`src/rtl/uart_rx_if.sv`:
```
// Handshake bundle between a UART receiver and whatever drives its line and
// tick (master) and consumes its received words.
interface uart_rx_if #(
    parameter int DBIT = 8
);
    logic            rx;
    logic            s_tick;
    logic [DBIT-1:0] dout;
    logic            rx_done_tick;
    logic            frame_err;
    logic            busy;

    modport master (
        output rx,
        output s_tick,
        input  dout,
        input  rx_done_tick,
        input  frame_err,
        input  busy
    );

    modport slave (
        input  rx,
        input  s_tick,
        output dout,
        output rx_done_tick,
        output frame_err,
        output busy
    );
endinterface

```
`src/rtl/uart_rx.sv`:
```
// UART receiver: recovers start / DBIT data (LSB first) / stop frames from a
// 16x oversampling tick, presenting each word with a done strobe and framing flag.
module uart_rx #(
    parameter int DBIT    = 8,
    parameter int SB_TICK = 16
) (
    input  logic     clk,
    input  logic     reset,
    uart_rx_if.slave bus
);
    localparam int S_MAX = (SB_TICK - 1 > 15) ? SB_TICK - 1 : 15;
    localparam int S_W   = $clog2(S_MAX + 1);
    localparam int N_W   = $clog2(DBIT);

    localparam logic [S_W-1:0] S_ONE      = S_W'(1);
    localparam logic [S_W-1:0] S_MID      = S_W'(7);
    localparam logic [S_W-1:0] S_BIT_END  = S_W'(15);
    localparam logic [S_W-1:0] S_STOP_END = S_W'(SB_TICK - 1);
    localparam logic [N_W-1:0] N_ONE      = N_W'(1);
    localparam logic [N_W-1:0] N_LAST     = N_W'(DBIT - 1);

    typedef enum logic [1:0] {
        IDLE,
        START,
        DATA,
        STOP
    } state_t;

    state_t          state_q, state_d;
    logic [1:0]      sync_q, sync_d;
    logic [S_W-1:0]  s_q, s_d;
    logic [N_W-1:0]  n_q, n_d;
    logic [DBIT-1:0] b_q, b_d;
    logic [DBIT-1:0] dout_q, dout_d;
    logic            frame_err_q, frame_err_d;
    logic            done_q, done_d;
    logic            busy_q, busy_d;
    logic            rx_s;

    // Synchronizer flops idle high so reset never looks like a start edge.
    assign rx_s = sync_q[1];

    always_ff @(posedge clk or posedge reset) begin
        if (reset) begin
            state_q     <= IDLE;
            sync_q      <= 2'b11;
            s_q         <= '0;
            n_q         <= '0;
            b_q         <= '0;
            dout_q      <= '0;
            frame_err_q <= 1'b0;
            done_q      <= 1'b0;
            busy_q      <= 1'b0;
        end else begin
            state_q     <= state_d;
            sync_q      <= sync_d;
            s_q         <= s_d;
            n_q         <= n_d;
            b_q         <= b_d;
            dout_q      <= dout_d;
            frame_err_q <= frame_err_d;
            done_q      <= done_d;
            busy_q      <= busy_d;
        end
    end

    always_comb begin
        sync_d      = {sync_q[0], bus.rx};
        state_d     = state_q;
        s_d         = s_q;
        n_d         = n_q;
        b_d         = b_q;
        dout_d      = dout_q;
        frame_err_d = frame_err_q;
        done_d      = 1'b0;

        unique case (state_q)
            // Start detection runs every clock; a tick in this clock is not counted.
            IDLE: begin
                if (!rx_s) begin
                    state_d = START;
                    s_d     = '0;
                end
            end
            START: begin
                if (bus.s_tick) begin
                    if (s_q == S_MID) begin
                        if (!rx_s) begin
                            state_d = DATA;
                            s_d     = '0;
                            n_d     = '0;
                        end else begin
                            state_d = IDLE;
                        end
                    end else begin
                        s_d = s_q + S_ONE;
                    end
                end
            end
            DATA: begin
                if (bus.s_tick) begin
                    if (s_q == S_BIT_END) begin
                        s_d = '0;
                        b_d = {rx_s, b_q[DBIT-1:1]};
                        if (n_q == N_LAST) begin
                            state_d = STOP;
                        end else begin
                            n_d = n_q + N_ONE;
                        end
                    end else begin
                        s_d = s_q + S_ONE;
                    end
                end
            end
            STOP: begin
                if (bus.s_tick) begin
                    if (s_q == S_STOP_END) begin
                        state_d     = IDLE;
                        dout_d      = b_q;
                        frame_err_d = ~rx_s;
                        done_d      = 1'b1;
                    end else begin
                        s_d = s_q + S_ONE;
                    end
                end
            end
            default: begin
                state_d = IDLE;
            end
        endcase

        busy_d = (state_d != IDLE);
    end

    assign bus.dout         = dout_q;
    assign bus.frame_err    = frame_err_q;
    assign bus.rx_done_tick = done_q;
    assign bus.busy         = busy_q;
endmodule

```
`src/flat_wrapper.sv`:
```
// flat-port wrapper written by rule: the top's interface ports become plain ports
module uart_rx_flat 
#(
    parameter int DBIT    = 8,
    parameter int SB_TICK = 16
)
  (clk, reset, bus_rx, bus_s_tick, bus_dout, bus_rx_done_tick, bus_frame_err, bus_busy);
  uart_rx_if #(.DBIT(DBIT)) bus_i ();
  input  logic clk;
  input  logic reset;
  input wire logic [$bits(bus_i.rx)-1:0] bus_rx;
  input wire logic [$bits(bus_i.s_tick)-1:0] bus_s_tick;
  output wire logic [$bits(bus_i.dout)-1:0] bus_dout;
  output wire logic [$bits(bus_i.rx_done_tick)-1:0] bus_rx_done_tick;
  output wire logic [$bits(bus_i.frame_err)-1:0] bus_frame_err;
  output wire logic [$bits(bus_i.busy)-1:0] bus_busy;
  assign bus_i.rx = bus_rx;
  assign bus_i.s_tick = bus_s_tick;
  assign bus_dout = bus_i.dout;
  assign bus_rx_done_tick = bus_i.rx_done_tick;
  assign bus_frame_err = bus_i.frame_err;
  assign bus_busy = bus_i.busy;
  uart_rx #(.DBIT(DBIT), .SB_TICK(SB_TICK)) u_core (.clk(clk), .reset(reset), .bus(bus_i));
endmodule
```
`config.mk`:
```
export PLATFORM = sky130hd
export DESIGN_NAME = uart_rx_flat
export DESIGN_NICKNAME = d
export VERILOG_FILES = /design/src/rtl/uart_rx_if.sv /design/src/rtl/uart_rx.sv /design/src/flat_wrapper.sv
export SDC_FILE = /design/constraint.sdc
export NUM_CORES = 1
export LEC_CHECK = 0
export ABC_AREA = 1
export ABC_CLOCK_PERIOD_IN_PS = 1500
export CELL_PAD_IN_SITES_DETAIL_PLACEMENT = 1
export CELL_PAD_IN_SITES_GLOBAL_PLACEMENT = 2
export CORE_UTILIZATION = 33
export DETAILED_ROUTE_END_ITERATION = 8
export PLACE_DENSITY_LB_ADDON = 0.1
export SLEW_MARGIN = 20
export SYNTH_ARGS = -nofsm -noshare
export SYNTH_HDL_FRONTEND = slang
export SYNTH_SLANG_ARGS = --single-unit
```
`constraint.sdc`:
```
create_clock -name clk -period 1.5 [get_ports clk]
set_input_delay 0.3 -clock clk [delete_from_list [all_inputs] [get_ports clk]]
set_output_delay 0.3 -clock clk [all_outputs]
set_load 0.01 [all_outputs]
```
==> results.yml, run 1 <==
status:
  outcome: "completed"
worst_setup_path:
  critical_path.max_fanout: 2
  max_stage_delay_ns: 0.54
  crit_path_end_kind: "output pin"
  cp-startpoint: "u_core.bus.dout[1]"
  slowest_stage: "clkdlybuf4s50_1"
  worstReg2RegStart: "u_core.n_q[0]"
  cp.depth: 1
  reg2reg_slack_ns: 0.13
  crit_type: "flop to output pin"
  required_ns: 1.20
  path_buf_inv: 1
  start_kind: "flop"
  path_cells: "clkdlybuf4s50_1"
  crit_arrival_ns: 1.16
  worst-r2r-cell-count: 8
  worstSetupEndpoint: "bus_dout[1]"
  worstReg2RegEnd: "u_core.n_q[0]"
  cp_top_family: "buffers and inverters"
sta:
  setup_violations: 0
  max_slew.worst_pin.slew_ns: 0.249
  min_period_ns: 1.46
  skew_ns: 0.00501
  relSlewSlack_pct: 83.4
  period_share_pct: 97.7
  rsz0062_at_grt: "no"
  slew_viol_final: 0
  fmax_mhz: 683
  setup_slack_ns: 0.0352
  final_hold_viol_count: 0
floorplan:
  core_sq_um: 4090
  row_count: 23
  die_width_um: 67.8
  initial_core_util_pct: 35.0
  io_pins: 15
  chipHeight_um: 67.8
  dieArea_sq_um: 4600
synth:
  yosys_warnings: 0
  synth_cells: 165
  yosysSeqAreaShare_pct: 52.7
  ys_seq_elements: 30
  netlist_area_sq_um: 1430
  synth_cell_types: 21
  synth.largest_area_cell: "dfrtp_1"
  synth.top_cell.area_share_pct: 49.0
  synth.avg_cell_area_sq_um: 8.67
  syn_nets: 172
  synth_area_leaders: "dfrtp_1 (49%), nand2_1 (12%), inv_1 (5.0%)"
global_route:
  track_usage_pct: 16.9
  grt_max_degree: 31
  grt_pass1_vias: 1271
  grt-ovfl-total: 0
  grt_pass1_wl_um: 5730
  antenna_found_initial: 0
power:
  power_leakage_nw: 1.00
  power_density_nw_per_um2: 1240
  totalPowerFinal_mw: 2.28
  peakVddDrop_mv: 0.602
clocking:
  post_cts_buffers: 0
  clock_latency_ns: 0.28
  cts_buffers: 5
  path_clk_slew_ns: 0.06
  cts_tree: "built"
  clockBufferDepth: 2
  cts_resized: 0
  clock-sinks: 30
  clock-root-buffer: "clkbuf_8"
  ctsHoldBuffers: 0
  htree_num_levels: 2
placed_design:
  place_hpwl_um: 2380
  post-place-cells: 237
  dpl_cell_area_sq_um: 1720
  portBuffers: 14
  preCtsSetupSlack_ns: -0.199
  routabilityCongestion: 0.717
layout:
  diodes: 0
  design_area_sq_um: 1840
  final_common_cell: "nand2_1"
  final_cell_mix: "nand2_1 (46), dfrtp_1 (27), inv_1 (19), nor2_1 (16), nand3_1 (13)"
  fin_cells: 245
  utilization_pct: 45.1
  area_growth_syn_to_layout_pct: 28.8
  drive_gt1_share_pct: 20.5
  fin_nets: 201
drt:
  final_antenna_net_count: 0
  vias: 1176
  detail_route.vias_per_cell: 4.80
  totalWireLength_um: 3260
  first_iter_violations: 45
  first_pass_iters: 4
  wl_per_cell_um: 13.3
  drc_errors: 0
job:
  max_cap_violations: 0
hold_path:
  min_path_type: "input port to async pin"
==> power breakdown <==
part | leakage (nW) | internal (mW) | switching, mW
clock | 0.0472 | 0.368 | 0.314
combinational | 0.560 | 0.256 | 0.324
sequential | 0.396 | 0.902 | 0.118
==> cells in the mapped netlist <==
cell type and count:
buf_4 1, xor2_1 1, nand3_2 2, inv_1 19
a21oi_1 9, ha_1 3, nand3_1 13, dfstp_2 2
nor2_2 2, buf_2 2, inv_2 1, o21ai_0 2
buf_6 2, o21ai_2 8, nor2_1 16, nor3_1 1
nor2_4 2, dfrtp_1 28, nand3b_1 1, nand4_1 4
nand2_1 46
==> cell families (layout without fill, tap and decap cells) <==
family / Yosys count / count (layout) / synth area share [%]
XOR/XNOR: 1 / 1 / 0.613
buffers and inverters: 25 / 55 / 8.05
AND/OR/NAND/NOR: 87 / 87 / 27.3
flip-flops: 30 / 30 / 52.7
adder cells (fa/ha/maj): 3 / 3 / 2.62
AO/OA/AOI/OAI: 19 / 19 / 8.75
==> final cells by class <==
cell class	instances	area (sq um)
Fill cell	490	2240
Clock inverter	2	12.5
Multi-Input combinational cell	110	574
Tap cell	50	62.6
Inverter	20	75.1
Timing Repair Buffer	27	280
Sequential cell	30	754
Clock buffer	6	82.6
==> layer usage <==
metal  track usage, %  wire, um  vias to the layer above
li1                 -         -                      577
met1             21.3      1500                      578
met2             27.8      1620                       16
met3             3.00        80                        5
met4             8.59        63                        0
met5                0         0                        -
==> how the worst min path moves through the flow <==
stage,from,end,slack [ns],cells after the start
finish,reset,u_core.bus.rx_done_tick,0.36,3
global route,u_core.sync_q[0],u_core.sync_q[1],0.37,0
CTS,reset,u_core.state_q[0],0.37,3
detailed placement,u_core.sync_q[0],u_core.sync_q[1],0.36,0
global placement,u_core.sync_q[0],u_core.sync_q[1],0.35,0
floorplan,bus_rx,u_core.sync_q[0],0.30,0
==> through the flow <==
| stage | setup TNS (ns) | hold slack (ns) |
|---|---|---|
| 4_1_cts | 0 | 0.366 |
| 3_5_place_dp | -2.73 | 0.355 |
| 2_1_floorplan | 0 | 0.304 |
| 5_1_grt | 0 | 0.370 |
| 6_report | 0 | 0.364 |
| 3_3_place_gp | -2.03 | 0.347 |
==> sequential cells by signal, summed over array words and instances (netlist names) <==
signal	cells
u_core.bus.frame_err	1
u_core.sync_q	2
u_core.s_q	4
u_core.n_q	3
u_core.state_q	2
u_core.b_q	8
u_core.bus.dout	8
u_core.bus.rx_done_tick	1
u_core.bus.busy	1
==> worst register-to-register path, stage by stage, from the launching register on <==
cell and delay [ns]:
dfrtp_1 0.40, ha_1 0.21, ha_1 0.18, inv_1 0.08, nand3_1 0.08, nand2_1 0.09
buf_4 0.12, nand3b_1 0.08, nand2_1 0.08
Note: power is estimated with default switching activity, not from simulation.
==> run 2, diff against run 1 <==
--- a/config.mk
+++ b/config.mk
@@ -6,10 +6,10 @@
 export NUM_CORES = 1
 export LEC_CHECK = 0
 export ABC_AREA = 1
-export ABC_CLOCK_PERIOD_IN_PS = 1500
+export ABC_CLOCK_PERIOD_IN_PS = 1200
 export CELL_PAD_IN_SITES_DETAIL_PLACEMENT = 1
 export CELL_PAD_IN_SITES_GLOBAL_PLACEMENT = 2
-export CORE_UTILIZATION = 33
+export CORE_UTILIZATION = 30
 export DETAILED_ROUTE_END_ITERATION = 8
 export PLACE_DENSITY_LB_ADDON = 0.1
 export SLEW_MARGIN = 20
==> constraint.sdc (replaced) <==
create_clock -name clk -period 1.2 [get_ports clk]
set_input_delay 0.24 -clock clk [delete_from_list [all_inputs] [get_ports clk]]
set_output_delay 0.24 -clock clk [all_outputs]
set_load 0.01 [all_outputs]
==> run 2 against run 1 <==
Net effect:
- the run now ends with setup timing left
- final cell count is 8.2% higher
- first-iteration DRC count is 42% lower
- via count is 4.8% higher
- worst setup slack worse by 0.20 ns
- worst hold slack worse by 0.066 ns
- global-route usage is 0.21 points lower
- combinational power is 78% higher
- highest routed layer unchanged
==> results.yml, run 2 (synthesized netlist as in run 1, its figures left out) <==
status:
  outcome: "finished, violations left"
  failed_checks: "setup timing"
drt:
  vias: 1233
  drc_errors: 0
  detail_route.vias_per_cell: 4.65
  wl_per_cell_um: 13.7
  first_iter_violations: 26
  final_antenna_net_count: 0
  totalWireLength_um: 3630
  first_pass_iters: 4
sta:
  setup_violations: 26
  period_share_pct: 114
  final_hold_viol_count: 0
  max_slew.worst_pin.slew_ns: 0.231
  skew_ns: 0.00410
  hold_ws_ns: 0.299
  slew_viol_final: 0
  setup_slack_ns: -0.167
  rsz0062_at_grt: "yes"
  relSlewSlack_pct: 84.6
  fmax_mhz: 731
  min_period_ns: 1.37
worst_setup_path:
  crit_arrival_ns: 1.57
  worstReg2RegEnd: "u_core.b_q[1]"
  worstSetupEndpoint: "u_core.b_q[1]"
  worstReg2RegStart: "u_core.s_q[0]"
  required_ns: 1.40
  worst-r2r-cell-count: 6
  cp-startpoint: "u_core.s_q[0]"
  crit_path_end_kind: "flop"
  critical_path.max_fanout: 8
  crit_type: "flop to flop"
  reg2reg_slack_ns: -0.17
  start_kind: "flop"
global_route:
  track_usage_pct: 16.7
  grt_pass1_vias: 1359
  grt_pass1_wl_um: 6490
  grt_max_degree: 19
  grt-ovfl-total: 0
  antenna_found_initial: 0
layout:
  design_area_sq_um: 2020
  fin_nets: 219
  utilization_pct: 45.1
  diodes: 0
  fillers: 522
  final_cell_mix: "nand2_1 (38), buf_4 (28), dfrtp_1 (28), inv_1 (19), nor2_1 (14)"
  final_common_cell: "nand2_1"
  fin_cells: 265
  area_growth_syn_to_layout_pct: 41.2
  drive_gt1_share_pct: 31.5
power:
  power_density_nw_per_um2: 1540
  power_leakage_nw: 0.991
  peakVddDrop_mv: 0.700
floorplan:
  initial_core_util_pct: 32.0
  dieArea_sq_um: 5050
  chipHeight_um: 71.0
  io_pins: 15
  core_sq_um: 4470
  die_width_um: 71.0
  row_count: 24
placed_design:
  place_hpwl_um: 2700
  post-place-cells: 253
  routabilityCongestion: 0.738
  dpl_cell_area_sq_um: 1850
  portBuffers: 14
clocking:
  clock-root-buffer: "clkbuf_8"
  cts_buffers: 5
  clock-sinks: 30
  path_clk_slew_ns: 0.06
  clock_latency_ns: 0.28
  ctsHoldBuffers: 0
  htree_num_levels: 2
  cts_tree: "built"
  clockBufferDepth: 2
hold_path:
  min_path_type: "input port to async pin"
job:
  max_cap_violations: 0
-- run 2: changes by cell type in the layout (fill, tap and decap cells not counted), moves of 2 or more --
cell | previous run | this run
dlymetal6s2s_1 | 7 | 0
nand2_1 | 46 | 38
clkdlybuf4s15_1 | 0 | 6
nand2_2 | 0 | 5
nor2_1 | 16 | 14
buf_4 | 11 | 28
clkdlybuf4s50_1 | 7 | 3
nand2_4 | 0 | 3
nand3_4 | 0 | 2
clkbuf_1 | 0 | 2
dlygate4sd2_1 | 0 | 5
-- run 2: where the power goes --
| part | switching, mW | leakage (nW) | internal (mW) |
|---|---|---|---|
| sequential | 0.124 | 0.398 | 1.13 |
| clock | 0.358 | 0.0455 | 0.467 |
| combinational | 0.519 | 0.548 | 0.512 |
| total | 1.00 | 0.991 | 2.11 |
-- run 2: layout make-up --
type / count / area, sq um / share of cell area (%)
Clock buffer: 8 / 90.1 / 4.46
Tap cell: 52 / 65.1 / 3.22
Multi-Input combinational cell: 111 / 652 / 32.3
Timing Repair Buffer: 44 / 384 / 19.0
Inverter: 20 / 75.1 / 3.72
Sequential cell: 30 / 753 / 37.3
-- run 2: what timing repair did --
action / 4_1_cts / 5_1_grt
buffers inserted: 1 / 2
pin swaps: 3 / 5
setup endpoints to repair: 38 / 33
cloned: 1 / 0
gates resized for setup: 16 / 11
-- run 2: metrics by stage --
stage	worst slack (ns)	setup TNS [ns]	total power, mW
floorplan	-0.0482	-0.553	1.76
global placement	-0.285	-6.77	2.22
detailed placement	-0.357	-8.07	2.25
CTS	-0.177	-3.75	3.11
global route	-0.270	-5.98	3.33
finish	-0.167	-3.41	3.11
-- run 2: metal layers --
metal  up-vias  GRT usage, %  wire (um)
met5         -             0          0
met4         0          6.00         60
met3         6          3.42        100
met2        16          29.6       1780
met1       588          20.2       1680
li1        623             -          -
-- run 2: worst max-delay path, stage by stage (launching register included) --
cell,delay (ns)
dfrtp_1,0.40
ha_4,0.19
nand2_4,0.06
nor2_4,0.19
buf_12,0.14
nand3_4,0.15
o21ai_2,0.16
-- run 2: worst min path at each step --
stage,end,slack (ns),cells past startpoint
finish,u_core.sync_q[1],0.30,2
global placement,u_core.sync_q[1],0.35,0
floorplan,u_core.sync_q[0],0.24,0
detailed placement,u_core.sync_q[1],0.35,0
CTS,u_core.sync_q[1],0.29,2
global route,u_core.sync_q[1],0.32,2
